`src/rtl/ball_physics_engine.sv`:
```
// Ball kinematics for one player's half-field: X stepping, gravity, wall bounce,
// paddle return, speed levels and valid/ready ball exchange with the opponent board.
module ball_physics_engine #(
  parameter int H_RES       = 640,
  parameter int V_RES       = 480,
  parameter int Y_MIN       = 20,
  parameter int X_STEP      = 8,
  parameter int SERVE_X     = 20,
  parameter int EDGE_MARGIN = 20,
  parameter int GRAV_PERIOD = 4,
  parameter int BASE_TICKS  = 270000,
  parameter int MAX_LVL     = 4,
  parameter int GW          = 2
) (
  input  logic          clk_25MHZ,
  input  logic          reset_n,
  input  logic          upscale,
  input  logic          new_game,
  input  logic          paddle_hit,
  input  logic [9:0]    hit_speed,
  input  logic          rx_valid,
  output logic          rx_ready,
  input  logic [9:0]    rx_y,
  input  logic [7:0]    rx_vy,
  input  logic [GW-1:0] rx_grav,
  input  logic [2:0]    rx_lvl,
  input  logic          rx_win,
  output logic          tx_valid,
  input  logic          tx_ready,
  output logic [9:0]    tx_y,
  output logic [7:0]    tx_vy,
  output logic [GW-1:0] tx_grav,
  output logic [2:0]    tx_lvl,
  output logic          tx_lose,
  output logic [9:0]    ball_x,
  output logic [9:0]    ball_y,
  output logic          moving_right,
  output logic          is_idle,
  output logic          game_over,
  output logic          you_win,
  output logic [7:0]    score
);

  typedef enum logic [2:0] {IDLE, RUN_R, RUN_L, HANDOFF, LOSE_TX, OVER} state_t;

  localparam int TW = $clog2(BASE_TICKS + 1);
  localparam logic signed [11:0] Y_MIN_S = 12'(Y_MIN);

  state_t state, state_n;
  logic [9:0] x_n, y_n;
  logic signed [7:0] vy, vy_n;
  logic [GW-1:0] grav, grav_n;
  logic [2:0] lvl, lvl_n;
  logic [TW-1:0] tick, tick_n;
  logic [7:0] score_n;
  logic win_n;

  logic [10:0] x_max;
  logic [9:0] y_max;
  logic [TW-1:0] ticks, last_tick;
  logic step;

  logic signed [7:0] vy_g, vy_s;
  logic [GW-1:0] grav_s;
  logic signed [11:0] y_sum;
  logic [9:0] y_s;

  function automatic logic signed [7:0] neg_sat(input logic signed [7:0] v);
    return (v == 8'sh80) ? 8'sd127 : -v;
  endfunction

  function automatic logic [2:0] clamp_lvl(input logic [9:0] v);
    if (v == 10'd0) return 3'd1;
    if (v > 10'(MAX_LVL)) return 3'(MAX_LVL);
    return v[2:0];
  endfunction

  assign x_max     = upscale ? 11'(H_RES) : 11'(H_RES / 2);
  assign y_max     = upscale ? 10'(V_RES - 1) : 10'(V_RES / 2 - 1);
  // Higher speed levels halve the step period; a period below one clock degrades to every clock.
  assign ticks     = TW'(BASE_TICKS >> (lvl - 3'd1));
  assign last_tick = (ticks > TW'(1)) ? ticks - TW'(1) : '0;
  assign step      = (tick >= last_tick);

  // Gravity and vertical bounce for one step; the bounce negates the gravity-updated velocity.
  always_comb begin
    vy_g   = vy;
    grav_s = grav + GW'(1);
    if (grav == GW'(GRAV_PERIOD - 1)) begin
      vy_g   = (vy == 8'sd127) ? vy : vy + 8'sd1;
      grav_s = '0;
    end
    y_sum = $signed({2'b00, ball_y}) + $signed({{4{vy[7]}}, vy});
    y_s   = y_sum[9:0];
    vy_s  = vy_g;
    if (y_sum >= $signed({2'b00, y_max})) begin
      y_s  = y_max;
      vy_s = neg_sat(vy_g);
    end else if (y_sum <= Y_MIN_S) begin
      y_s  = 10'(Y_MIN);
      vy_s = neg_sat(vy_g);
    end
  end

  always_comb begin
    state_n = state;
    x_n     = ball_x;
    y_n     = ball_y;
    vy_n    = vy;
    grav_n  = grav;
    lvl_n   = lvl;
    tick_n  = tick;
    score_n = score;
    win_n   = you_win;
    case (state)
      IDLE: begin
        if (rx_valid) begin
          if (rx_win) begin
            win_n = 1'b1;
          end else begin
            x_n     = 10'(SERVE_X);
            y_n     = (rx_y > y_max) ? y_max : rx_y;
            vy_n    = rx_vy;
            grav_n  = rx_grav;
            lvl_n   = clamp_lvl({7'd0, rx_lvl});
            tick_n  = '0;
            win_n   = 1'b0;
            state_n = RUN_R;
          end
        end
      end
      RUN_R: begin
        if (paddle_hit) begin
          lvl_n   = clamp_lvl(hit_speed);
          tick_n  = '0;
          score_n = (score == 8'hFF) ? score : score + 8'd1;
          state_n = RUN_L;
        end else if ({1'b0, ball_x} >= x_max - 11'(EDGE_MARGIN)) begin
          state_n = LOSE_TX;
        end else if (step) begin
          x_n    = ball_x + 10'(X_STEP);
          y_n    = y_s;
          vy_n   = vy_s;
          grav_n = grav_s;
          tick_n = '0;
        end else begin
          tick_n = tick + TW'(1);
        end
      end
      RUN_L: begin
        if (ball_x == 10'd0) begin
          state_n = HANDOFF;
        end else if (step) begin
          x_n    = (ball_x < 10'(X_STEP)) ? 10'd0 : ball_x - 10'(X_STEP);
          y_n    = y_s;
          vy_n   = vy_s;
          grav_n = grav_s;
          tick_n = '0;
        end else begin
          tick_n = tick + TW'(1);
        end
      end
      HANDOFF: if (tx_ready) state_n = IDLE;
      LOSE_TX: if (tx_ready) state_n = OVER;
      OVER: begin
        if (new_game) begin
          score_n = '0;
          state_n = IDLE;
        end
      end
      default: state_n = IDLE;
    endcase
  end

  always_ff @(posedge clk_25MHZ) begin
    if (!reset_n) begin
      state   <= IDLE;
      ball_x  <= 10'd10;
      ball_y  <= 10'd80;
      vy      <= -8'sd3;
      grav    <= '0;
      lvl     <= 3'd1;
      tick    <= '0;
      score   <= '0;
      you_win <= 1'b0;
    end else begin
      state   <= state_n;
      ball_x  <= x_n;
      ball_y  <= y_n;
      vy      <= vy_n;
      grav    <= grav_n;
      lvl     <= lvl_n;
      tick    <= tick_n;
      score   <= score_n;
      you_win <= win_n;
    end
  end

  // The outgoing packet is taken straight from the held registers, so it cannot change while waiting.
  assign rx_ready     = (state == IDLE);
  assign is_idle      = (state == IDLE);
  assign moving_right = (state == RUN_R);
  assign tx_valid     = (state == HANDOFF) || (state == LOSE_TX);
  assign tx_lose      = (state == LOSE_TX);
  assign game_over    = (state == LOSE_TX) || (state == OVER);
  assign tx_y         = ball_y;
  assign tx_vy        = vy;
  assign tx_grav      = grav;
  assign tx_lvl       = lvl;

endmodule

```
`config.mk`:
```
export PLATFORM = sky130hd
export DESIGN_NAME = ball_physics_engine
export DESIGN_NICKNAME = d
export VERILOG_FILES = /design/src/rtl/ball_physics_engine.sv
export SDC_FILE = /design/constraint.sdc
export NUM_CORES = 1
export LEC_CHECK = 0
export CAP_MARGIN = 10
export CORE_ASPECT_RATIO = 1.75
export CORE_MARGIN = 2
export CORE_UTILIZATION = 40
export DETAILED_ROUTE_END_ITERATION = 12
export DONT_BUFFER_PORTS = 1
export PLACE_DENSITY = 0.67
export SYNTH_ARGS = -nofsm -noshare
export SYNTH_HDL_FRONTEND = slang
export SYNTH_SLANG_ARGS = --single-unit
```
`constraint.sdc`:
```
create_clock -name clk_25MHZ -period 3.45 [get_ports clk_25MHZ]
set_input_delay 1.035 -clock clk_25MHZ [delete_from_list [all_inputs] [get_ports clk_25MHZ]]
set_output_delay 1.035 -clock clk_25MHZ [all_outputs]
set_load 0.01 [all_outputs]
```
==> results.txt <==
Synthesis handed over a netlist of 739 instances. After detailed routing, the average wire length per cell comes to 18.43 um. After synthesis, the share of flip-flops with an asynchronous set or reset is 0%. In the routed layout, each cell is associated on average with a via count of 6.057. At the later pin of the worst-skew pair, clock insertion delay measures 0.34 ns.

The worst setup path is captured at a flip-flop. The run gives 0 as the count of final max-slew check failures. The area added between synthesis and finish came out at 18.51%.

The post-synthesis register bit count works out to 63. The number of port buffers is 0, and the post-synthesis instance area is 0.005583 sq mm. The synthesized area divided by synthesized cell count came out at 7.555 sq um. Data on the critical path is required at its endpoint by 3.67 ns. The via count came out at 5742.

Summed over all layers, the routed wires come to 17470 um. The clock passes through at most 2 buffers. The run gives 0 as the residual overflow from global routing.

The die width came out at 93.31 um. The initial antenna violation count was 1. The minimum setup slack in the final design was -0.04109 ns. Setup violations remaining at the end of the flow were counted as 2. The Yosys step of the flow raised 0 warnings. The tools report the layout filler cell count as 1357.

The flow ran to the end, but the final reports show violations. After detailed routing, the number of remaining DRC violations is 0. The total die area came out at 0.01496 sq mm. The routed design could run at a clock period as short as 3.491 ns.

The number of different library cells used by synthesis comes to 76. Once detail routing completed, the nets flagged for antenna violations numbered 0. The clock skew is 0.009637 ns. In this run the number of H-tree levels came out at 3. The largest net degree at the start of global routing was 23; the first-pass GRT wire length was 27260 um. At the worst endpoint, the arrival time is 3.71 ns. The largest fanout of any net on the critical path came out at 4. The class of the tightest hold or removal check is flip-flop to flip-flop.

TritonCTS built the clock tree. The worst setup path is of the flip-flop to flip-flop kind. Element type at the critical path start: a flip-flop.

By area the synthesized netlist is led by sky130_fd_sc_hd__dfxtp_1 23%, sky130_fd_sc_hd__ha_1 12%, sky130_fd_sc_hd__a21oi_1 5.3%, sky130_fd_sc_hd__o21ai_0 4.8%, sky130_fd_sc_hd__nand2_1 4.4%. The share of final-layout standard cells stronger than drive strength 1 is 17.53%. The part of the Yosys area used for sequential elements is 22.59%.

In this run the static leakage power is 2.690 nW. The clock net in this run drives a total of 63 sinks. The total power per unit cell area came out at 1054 mW/mm^2. In the finished design, the share of the clock period the worst path needs comes to 101.2%.

Setup total negative slack on the finished layout was measured at -0.07676 ns. The height of the die was 160.3 um. The floorplan has 57 rows. For this design the top-level I/O count stands at 99. Synthesis produced a netlist with a net count of 835. Once detailed placement completed, the half-perimeter wirelength came to 13560 um. Setup repair after global routing could not meet its margin everywhere. The tools report the CTS root buffer as sky130_fd_sc_hd__clkbuf_16. The top cell type by total area after synthesis was sky130_fd_sc_hd__dfxtp_1.

The via count of the first global-routing pass is 5483, and the starting density of the core is 40.56%. The final estimated routing congestion in global placement came out at 0.9086. The synthesized design contains 0 enable-type register cells. IR analysis of the VDD net gives a maximum drop of 0.0003525 V. Maximum frequency from static timing analysis: 286.4 MHz. Of the post-synthesis cell area, the dominant cell type holds 22.59%. The worst relative slew slack is 37.03%, and the area of all sequential standard cells is 0.001269 sq mm.

The number of buffers inserted by hold repair at cts was 0. TritonCTS created 9 clock buffers. Clock-pin slew was measured on the worst setup and hold paths at 0.06 ns.

The fraction of the core area covered by cells at the end of the flow is 48.07%, and the number of violations of the max-capacitance limit is 0. The first detailed-routing pass ran for 5 iterations. At the pin with the least slew margin, the transition time is 0.9374 ns. Summing all multi-input logic gate instances after layout gives 0.004183 sq mm. The checks that failed: negative setup slack.

The commonest cells after synthesis are 65 x sky130_fd_sc_hd__nand2_1, 65 x sky130_fd_sc_hd__nor2_1, 63 x sky130_fd_sc_hd__dfxtp_1. The first routing iteration left 312 violations. The prevailing post-synth register cell is sky130_fd_sc_hd__dfxtp_1. The count of final hold-check violations was 0.

The total area inside the core boundary comes to 0.01376 sq mm. The net count of the finished layout is 861. The all-layer global routing usage was 22.97%.
layer usage:
layer / track usage, % / up-vias / part of all wire (%)
met5: 0 / - / 0
met4: 15.31 / 0 / 5.5
met3: 4.009 / 57 / 4.6
met2: 42.74 / 188 / 55
met1: 22.32 / 2700 / 35
li1: - / 2797 / -
power breakdown:
part	internal, W	switching [W]
clock	0.000726	0.000355
sequential	0.000875	0.000191
combinational	0.00200	0.00283
metrics by stage:
stage                     hold slack (ns)  worst slack [ns]  power [W]  std cells  area [sq um]
after floorplan                    0.4611          -0.04360   0.004048        739          5637
after global placement             0.4945           0.01683   0.005319        926          6053
after detailed placement           0.4947          -0.04445   0.005366        926          6053
after CTS                          0.5025          0.002109   0.006564        942          6444
after global routing               0.5279           -0.1832   0.007481        948          6616
final                              0.4996          -0.04109   0.006976        948          6616
sequential cells by signal, indices dropped and copies added (netlist names):
| name | cells |
|---|---|
| ball_y | 10 |
| ball_x | 9 |
| tx_lvl | 3 |
| you_win | 1 |
| tx_grav | 2 |
| score | 8 |
| tx_vy | 8 |
| state | 3 |
| tick | 19 |
path summary, 6_finish.rpt:
path	endpoint	depth (start not counted)	slack, ns	from
max reg2reg	tx_vy[4]	16	-0.04	ball_y[0]
min	you_win	2	0.50	you_win
max	tx_vy[4]	16	-0.04	ball_y[0]
min reg2reg	you_win	2	0.50	you_win
area by class of cell:
type / instances / share of cell area (%)
inverters: 29 / 1.645
flip-flops and latches: 63 / 19.18
repair buffers: 63 / 7.318
multi-input cells: 599 / 63.22
clock inverters: 5 / 1.589
clock buffers: 11 / 3.669
diodes: 1 / 0.03782
well taps: 177 / 3.347
cell families (layout without fill, tap and decap cells):
logic type,after synthesis,count (layout),synth area share [%]
fa+ha+maj,55,55,12.46
other cells,1,2,0.06717
flops,63,63,22.59
simple gates,278,278,25.33
buf+inv,77,108,6.118
compound gates,231,231,27.75
xor+xnor,21,21,3.295
mux,13,13,2.398
worst max-delay path, stage by stage (launching register included):
cell                      delay, ns
sky130_fd_sc_hd__dfxtp_2       0.33
sky130_fd_sc_hd__ha_4          0.16
sky130_fd_sc_hd__buf_4         0.13
sky130_fd_sc_hd__a211o_1       0.31
sky130_fd_sc_hd__a21o_1        0.19
sky130_fd_sc_hd__a21oi_2       0.18
sky130_fd_sc_hd__xnor2_2       0.10
sky130_fd_sc_hd__ha_1          0.32
sky130_fd_sc_hd__and4_1        0.21
sky130_fd_sc_hd__nand2_2       0.08
sky130_fd_sc_hd__o31ai_4       0.28
sky130_fd_sc_hd__a41oi_2       0.15
sky130_fd_sc_hd__o31ai_2       0.10
sky130_fd_sc_hd__buf_4         0.16
sky130_fd_sc_hd__nor3_4        0.05
sky130_fd_sc_hd__or4b_1        0.49
sky130_fd_sc_hd__o311a_1       0.14
cells in the final DEF, fill, tap and decap left out, types with 11 or more instances in the layout:
cell type and n:
sky130_fd_sc_hd__inv_1 28, sky130_fd_sc_hd__ha_1 49, sky130_fd_sc_hd__o21ai_0 51, sky130_fd_sc_hd__and3_1 18, sky130_fd_sc_hd__nand3_1 24, sky130_fd_sc_hd__nor3_1 27
sky130_fd_sc_hd__nand3b_1 11, sky130_fd_sc_hd__nor2_1 64, sky130_fd_sc_hd__nand2_1 64, sky130_fd_sc_hd__a21oi_1 55, sky130_fd_sc_hd__xor2_1 15, sky130_fd_sc_hd__dfxtp_1 57
sky130_fd_sc_hd__buf_4 60
repair_timing:
item | 4_1_cts | 5_1_grt
pin swaps | 2 | 23
endpoints found under the setup margin | 8 | 43
resized for setup | 6 | 31
buffers inserted | 0 | 5
(Power assumes the default switching activity.)
==> patch, RTL diff (same flow settings) <==
Change the parameter `GW` from 2 to 1.
--- a/src/rtl/ball_physics_engine.sv
+++ b/src/rtl/ball_physics_engine.sv
@@ -12,3 +12,3 @@
   parameter int MAX_LVL     = 4,
-  parameter int GW          = 2
+  parameter int GW          = 1
 ) (
Interface: changed (resized rx_grav and tx_grav); port bits go from 99 to 97. The function was not compared with the original's and may differ.
==> patch against the original RTL <==
  * First-iteration DRC count is 31% lower
  * Synthesized cell count rose by 0.14%
  * Area after synthesis is 1.1% higher
  * Clock power shrank 19%
  * Power shrank 15%
  * Wire length increased by 1.6%
  * Via count rose by 1.8%
  * Sequential cell count down 1
  * Clock skew increased by 0.0022 ns
  * Worst setup slack better by 0.082 ns
  * Final cell count fell by 0.53%
  * Cell area hardly changed
==> patch: results (changes against the original RTL) <==
* Outcome: completed
* Inst Count DP at 923 (-0.32%)
* Seq pwr at 1.01 mW (-6%)
* Ranking of synthesized cells by area: dfxtp_1 (22%), ha_1 (12%), a21oi_1 (5.8%), nand2_1 (4.4%), o21ai_0 (4.2%)
* First-pass GRT wire length at 28000 µm (+2.6%)
* Multi-input gate area at 4290 µm² (+2.6%)
* Post-Synth XOR/XNOR Area at 0.0279 (-0.00503)
* Placed cell area at 6070 µm² (+0.35%)
* Critical path peak fanout at 5 (+1)
* Sw Pwr at 2.96 mW (-12%)
* Register area share after synthesis at 0.220 (-0.00610)
* Compound-Gate Fraction of Synth Area at 0.297 (+0.0197)
* FFs & Latches at 62 (-1.6%)
* DPL Wire Length at 13700 µm (+0.75%)
* Syn Nets at 834 (-0.12%)
* Storage cell area at 1250 µm² (-1.4%)
* Mapped Area at 5650 µm² (+1.1%)
* Nets at 855 (-0.70%)
* Non-clock buffering overhead at 0.0706 (-0.00261)
* Resized cells post-CTS at 2 (-4)
* Mux share of post-synthesis cell area at 0.0199 (-0.00404)
* Peak VDD IR at 0.000384 V (+8.9%)
* GRT Util Overall at 0.230 (+0.000833)
* Leakage at 2.54 nW (-5.6%)
* Vias in the first global route at 5651 (+3.1%)
* Initial antenna violation count at 0 (-1)
* Routed via count at 5844 (+1.8%)
* Plain + repair buffers at 55 (-13%)
* Clock-cell share of area at 0.0428 (-0.00981)
* Detailed Route Iter0 Violations at 215 (-31%)
* Worst-Margin Slew at 0.820 ns (-0.117 ns)
[patch: tightest hold or removal path, cell delays in order (launching register included)]
cell     delay [ns]
dfxtp_1        0.32
o21ai_0        0.07
a21oi_1        0.06
[patch: worst paths after layout]
path                         start               endpoint  slack, ns  cells past startpoint
min          tick[18]$_SDFFE_PN0P_  tick[18]$_SDFFE_PN0P_       0.49                      2
max reg2reg  tx_vy[1]$_SDFFE_PN0P_  tx_vy[0]$_SDFFE_PN1P_       0.04                     14
max          tx_vy[1]$_SDFFE_PN0P_  tx_vy[0]$_SDFFE_PN1P_       0.04                     14
min reg2reg  tick[18]$_SDFFE_PN0P_  tick[18]$_SDFFE_PN0P_       0.49                      2
[patch: per-layer routing]
layer	GRT usage	routed length, µm	vias up
li1	-	-	2839
met3	0.0382	843	72
met1	0.239	6510	2735
met2	0.431	9360	198
met5	0	0	-
met4	0.119	1040	0
